==> src/rtl/mult_pkg.sv <==
// Shared definitions for the sequential shift-and-add multiplier:
// controller state encoding and a counter-width helper.
package mult_pkg;

    typedef enum logic [1:0] {
        ST_IDLE = 2'd0,
        ST_RUN  = 2'd1,
        ST_DONE = 2'd2
    } state_e;

    // Bits needed to count 0..n-1; never returns less than 1 so the counter
    // always has a legal width.
    function automatic int clog2(input int n);
        int r;
        r = 1;
        for (int i = 1; i < 32; i++) begin
            if ((1 << i) < n) r = i + 1;
        end
        return r;
    endfunction

endpackage

==> src/rtl/ripple_adder.sv <==
// WIDTH-bit ripple-carry adder built from chained full-adder cells.
module ripple_adder #(
    parameter int WIDTH = 4
) (
    output logic [WIDTH-1:0] sum,
    output logic             cout,
    input  logic [WIDTH-1:0] x,
    input  logic [WIDTH-1:0] y,
    input  logic             cin
);

    logic carry;

    // Full-adder chain, LSB first; carry ripples cell to cell.
    always_comb begin
        carry = cin;
        sum   = '0;
        for (int i = 0; i < WIDTH; i++) begin
            sum[i] = x[i] ^ y[i] ^ carry;
            carry  = (x[i] & y[i]) | (carry & (x[i] ^ y[i]));
        end
        cout = carry;
    end

endmodule

==> src/rtl/shift_add_mult_ctrl.sv <==
// Sequential shift-and-add multiplier controller. One shared ripple adder is
// reused for WIDTH steps; product is registered and held until the next
// accepted operation completes.
// Build option: EARLY_TERM_EN finishes as soon as the remaining multiplier
// bits are all zero, collapsing the trailing shifts into one edge.
//
//   state   | meaning
//   --------+-----------------------------------------------
//   ST_IDLE | waiting for start
//   ST_RUN  | one add/shift step per edge, busy high
//   ST_DONE | product valid, done pulse; start re-accepted
module shift_add_mult_ctrl
    import mult_pkg::*;
#(
    parameter int WIDTH = 4
) (
    input  logic               clk,
    input  logic               rst_n,
    input  logic               start,
    input  logic [WIDTH-1:0]   a,
    input  logic [WIDTH-1:0]   b,
    output logic               busy,
    output logic               done,
    output logic [2*WIDTH-1:0] product
);

    localparam int                CNT_W    = clog2(WIDTH);
    localparam logic [CNT_W-1:0]  CNT_LAST = CNT_W'(WIDTH - 1);

    state_e               state_q, state_d;
    logic [WIDTH-1:0]     mcand_q;
    logic [2*WIDTH-1:0]   p_q;
    logic [CNT_W-1:0]     cnt_q;
    logic [2*WIDTH-1:0]   product_q;

    logic [WIDTH-1:0]     add_y;
    logic [WIDTH-1:0]     add_s;
    logic                 add_c;
    logic [2*WIDTH-1:0]   p_step;
    logic [2*WIDTH-1:0]   p_next;
    logic                 last_step;
    logic                 accept;

    assign accept = start && (state_q == ST_IDLE || state_q == ST_DONE);
    assign add_y  = p_q[0] ? mcand_q : '0;

    ripple_adder #(.WIDTH(WIDTH)) u_adder (
        .sum  (add_s),
        .cout (add_c),
        .x    (p_q[2*WIDTH-1:WIDTH]),
        .y    (add_y),
        .cin  (1'b0)
    );

    // Carry goes into the top bit so the 2W+1-bit intermediate is never lost.
    assign p_step = {add_c, add_s, p_q[WIDTH-1:1]};

`ifdef EARLY_TERM_EN
    logic [WIDTH-1:0] rem_mask;
    logic             early;

    // Multiplier bits still waiting behind the one consumed this edge.
    assign rem_mask  = {WIDTH{1'b1}} >> cnt_q >> 1;
    assign early     = ~|((p_q[WIDTH-1:0] >> 1) & rem_mask);
    assign p_next    = early ? (p_step >> (CNT_LAST - cnt_q)) : p_step;
    assign last_step = early || (cnt_q == CNT_LAST);
`else
    assign p_next    = p_step;
    assign last_step = (cnt_q == CNT_LAST);
`endif

    // State register.
    always_ff @(posedge clk) begin
        if (!rst_n) state_q <= ST_IDLE;
        else        state_q <= state_d;
    end

    // Next-state logic.
    always_comb begin
        state_d = state_q;
        case (state_q)
            ST_IDLE: if (accept)    state_d = ST_RUN;
            ST_RUN:  if (last_step) state_d = ST_DONE;
            ST_DONE: state_d = accept ? ST_RUN : ST_IDLE;
            default: state_d = ST_IDLE;
        endcase
    end

    // Status outputs decoded from state.
    always_comb begin
        busy = (state_q == ST_RUN);
        done = (state_q == ST_DONE);
    end

    // Operand capture, add/shift datapath and product register.
    always_ff @(posedge clk) begin
        if (!rst_n) begin
            mcand_q   <= '0;
            p_q       <= '0;
            cnt_q     <= '0;
            product_q <= '0;
        end else if (accept) begin
            mcand_q <= a;
            p_q     <= {{WIDTH{1'b0}}, b};
            cnt_q   <= '0;
        end else if (state_q == ST_RUN) begin
            p_q <= p_next;
            if (last_step) begin
                product_q <= p_next;
                cnt_q     <= '0;
            end else begin
                cnt_q <= cnt_q + CNT_W'(1);
            end
        end
    end

    assign product = product_q;

endmodule

==> config.mk <==
export PLATFORM = sky130hd
export DESIGN_NAME = shift_add_mult_ctrl
export DESIGN_NICKNAME = d
export VERILOG_FILES = /design/src/rtl/mult_pkg.sv /design/src/rtl/ripple_adder.sv /design/src/rtl/shift_add_mult_ctrl.sv
export SDC_FILE = /design/constraint.sdc
export NUM_CORES = 1
export LEC_CHECK = 0
export CAP_MARGIN = 20
export CELL_PAD_IN_SITES_DETAIL_PLACEMENT = 1
export CELL_PAD_IN_SITES_GLOBAL_PLACEMENT = 2
export CORE_ASPECT_RATIO = 0.75
export CORE_MARGIN = 3
export CORE_UTILIZATION = 32
export CTS_CLUSTER_DIAMETER = 100
export DETAILED_ROUTE_END_ITERATION = 8
export GPL_ROUTABILITY_DRIVEN = 0
export PLACE_DENSITY = 0.84
export SYNTH_ARGS = -nofsm -noshare
export SYNTH_HDL_FRONTEND = slang
export SYNTH_SLANG_ARGS = --single-unit
==> constraint.sdc <==
create_clock -name clk -period 2 [get_ports clk]
set_input_delay 0.4 -clock clk [delete_from_list [all_inputs] [get_ports clk]]
set_output_delay 0.4 -clock clk [all_outputs]
set_load 0.01 [all_outputs]
==> summary.txt <==
Clock network
  – Clock Pin Slew Worst Setup and Hold Paths: 100 ps
  – Root buf cell: clkbuf_8
  – Num CTS Buffers: 5
  – Post-CTS Setup Repair Bufs: 0
  – Number of H-tree levels: 2
  – Clk Latency, worst-skew pair: 310 ps
  – # hold bufs at CTS: 0
  – Clk sinks: 54
  – TritonCTS clock tree: done
  – Clk buf depth: 2

Logic synthesis
  – Number of flops mapped to enable cells by yosys: 0
  – Largest family of logic cells by synthesized area: simple AND/OR/NAND/NOR gates
  – Register area share after synthesis: 43.1%
  – Post-synthesis async set-or-reset flop share: 0%
  – Ys Warns: 0
  – Top post-synthesis cells by area: dfxtp_1, xnor2_1, nor2_1, nand2_1, nor4_1
  – Synth Area in Simple Gates: 31.5%
  – Synth Area in XOR/XNOR: 10.5%
  – Post-synthesis mux area share: 0.399%
  – Post-synth top area share: 43.1%
  – Main synth FF type: dfxtp_1
  – Post-Synthesis Cells: 287
  – Mean Syn Cell Area: 8.73 um^2
  – Mapped cell area: 0.00251 mm^2
  – Net Count, Synth: 303
  – Synth area leader: dfxtp_1
  – Yosys cell types: 38
  – Post-synthesis compound-gate area fraction: 6.29%
  – Seq cells post-synth: 54
  – Adder-cell share of the synthesized area: 3.39%

Timing
  – Setup TNS Final: -110 ps
  – Min cycle time layout: 2080 ps
  – Fmax: 482 MHz
  – Slew @ Worst Pin: 365 ps
  – Final Slew Violations: 0
  – Final hold vios: 0
  – Final WS setup: -75.2 ps
  – Final Setup Violations: 2
  – Final period utilization: 104%
  – Worst Clk Skew: 6.13 ps
  – Worst rel slew slack: 75.5%
  – RSZ-0062 raised after global routing: true

Detailed routing
  – Via-per-instance ratio: 4.87
  – Post-DRT Antenna Nets: 0
  – Pre-antenna DRT Iters: 4
  – Vias post-DR: 2,050
  – Number of DRC markers in iteration 0: 90
  – Post-Route WL: 6340 um
  – Routed len/inst: 15.1 um
  – Drt drc: 0

Pwr
  – Pwr dens: 666 mW/mm^2
  – Peak supply drop: 0.000332 V
  – P_leak: 1.06 nW

Layout
  – Final Core Density: 40.9%
  – Nets: 336
  – Final non-filler cell total: 421
  – Area Overhead vs Synth: 21.8%
  – Filler cell count: 867
  – Layout cells sized above 1: 14.7%
  – Antenna Cells: 0
  – Multi-input logic area: 0.00134 mm^2
  – Reg area: 0.00108 mm^2

Run
  – Max Cap Viol: 0

Critical path
  – Setup crit start: p_q[0]$_SDFFE_PN0P_
  – Cell family contributing the most delay on the critical path: adder cells
  – R2r setup slk: -80 ps
  – Worst Path Arrival: 2280 ps
  – Worst reg2reg startpoint: p_q[0]$_SDFFE_PN0P_
  – Critical-path cell list: and2_4 -> ha_4 -> inv_2 -> fa_2 -> inv_2 -> fa_2 -> inv_2 -> fa_1 -> nand2_1 -> o211a_1
  – Crit-path max FO: 2
  – Setup crit end kind: flip-flop
  – Critical Path Max Stage Delay: 520 ps
  – Top cell by count, worst path: inv_2
  – Slowest CP cell: fa_1
  – Required time worst endpoint: 2210 ps
  – Startpoint types: flip-flop
  – Worst Path Buf+Inv: 3
  – Worst Path Class, Setup: flip-flop to flip-flop

Global route
  – Antenna violations before repair: 0
  – Grt ovf: 0
  – Largest net degree at the start of global routing: 31
  – Number of global-route vias before repair: 2,159
  – First-pass GRT wire length: 11,000 um
  – Total GRT Usage: 16.0%

Status
  – Violated checks: setup timing
  – Status: complete, but fails checks

Floorplan
  – Die W: 108 um
  – Core area: 0.00747 mm^2
  – # IOs: 21
  – Die H: 82.6 um
  – FP Rows: 27
  – Initial core utilization: 33.6%
  – Die Footprint: 0.00894 mm^2

Min path
  – HP Start: p_q[5]$_SDFFE_PP0P_
  – Worst Hold Class: flip-flop to flip-flop

Place
  – Number of port buffers: 20
  – DP HPWL: 4550 um
  – Placed Cells: 414
## sequential cells by signal, indices dropped and copies added (netlist names)
| name | count |
|---|---|
| p_q | 8 |
| cnt_q | 32 |
| product | 8 |
| state_q | 2 |
| mcand_q | 4 |
## cell type report
cell class | instances | share of cell area, %
Sequential cell | 54 | 35.5
Inverter | 9 | 1.11
Timing Repair Buffer | 39 | 11.8
Tap cell | 101 | 4.14
Clock buffer | 6 | 2.71
Multi-Input combinational cell | 211 | 43.7
Clock inverter | 1 | 0.984
## per-layer routing
layer  wire (um)  global-route usage (%)  vias up
met5           0                       0        -
met4         116                    6.56        0
met3         182                    3.26        9
met2        2730                    24.5       23
met1        3310                    22.2      968
li1            -                       -     1050
## worst paths after layout
kind                                   to  cells after the start
setup / recovery  product[6]$_SDFFE_PN0P_                     10
hold / removal        p_q[5]$_SDFFE_PP0P_                      2
setup reg to reg  product[6]$_SDFFE_PN0P_                     10
hold reg to reg       p_q[5]$_SDFFE_PP0P_                      2
## power by group
part           internal, mW  total, mW  switching [mW]  leakage, nW
combinational        0.0673      0.149          0.0812        0.562
sequential             1.10       1.12          0.0190        0.438
clock                 0.401      0.770           0.368       0.0573
## cells by family after synthesis
kind of cell               Yosys count
AOI/OAI and AO/OA                   22
xor gates and xnor gates            30
adders and majority gates            5
buffers and inverters               22
DFF                                 54
muxes                                1
and+or+nand+nor                    153
## cell usage after synthesis (3+ instances only)
cell      number
dfxtp_1       54
nor2_1        47
nand2_1       34
xnor2_1       22
nor4_1        15
nand3_1       13
nand4_1       11
inv_1          9
xor2_1         8
nor3_1         7
and3_1         5
clkbuf_1       5
o21ai_0        5
a21boi_0       4
buf_6          4
o221ai_1       4
a211oi_1       3
a21oi_1        3
and2_1         3
buf_2          3
fa_1           3
nor2b_1        3
o211a_1        3
## worst reg2reg max path: stages (launching register included)
cell and delay [ps]:
dfxtp_2 350, and2_4 140, ha_4 110, inv_2 30, fa_2 340, inv_2 70, fa_2 180, inv_2 30
fa_1 520, nand2_1 60, o211a_1 120
## timing repair
| item | in CTS | in global routing |
|---|---|---|
| pin swaps | 1 | 1 |
| gates cloned | 0 | 0 |
| gates resized for setup | 11 | 3 |
| endpoints found under the setup margin | 2 | 28 |
## layout by cell type, fill, tap and decap left out, types with 3 or more instances in the layout
| cell type | count |
|---|---|
| a21boi_0 | 4 |
| a21oi_1 | 3 |
| and3_1 | 5 |
| buf_4 | 17 |
| clkbuf_8 | 6 |
| clkdlybuf4s50_1 | 20 |
| dfxtp_1 | 51 |
| dfxtp_2 | 3 |
| inv_1 | 6 |
| inv_2 | 3 |
| nand2_1 | 34 |
| nand3_1 | 13 |
| nand4_1 | 11 |
| nor2_1 | 47 |
| nor2b_1 | 3 |
| nor3_1 | 7 |
| nor4_1 | 15 |
| o211a_1 | 3 |
| o21ai_0 | 5 |
| o221ai_1 | 4 |
| xnor2_1 | 22 |
| xor2_1 | 8 |
## per-stage QoR
| step | power [mW] | hold slack (ps) | worst slack [ps] | instance area (um^2) |
|---|---|---|---|---|
| 2_1_floorplan | 1.21 | 436 | 4.35 | 2510 |
| 3_3_place_gp | 1.28 | 444 | 19.8 | 2900 |
| 3_5_place_dp | 1.28 | 455 | -39.3 | 2900 |
| 4_1_cts | 2.06 | 472 | -33.3 | 3040 |
| 5_1_grt | 2.13 | 505 | -157 | 3050 |
| 6_report | 2.03 | 468 | -75.2 | 3050 |
Power figures use the tool's default switching activity.
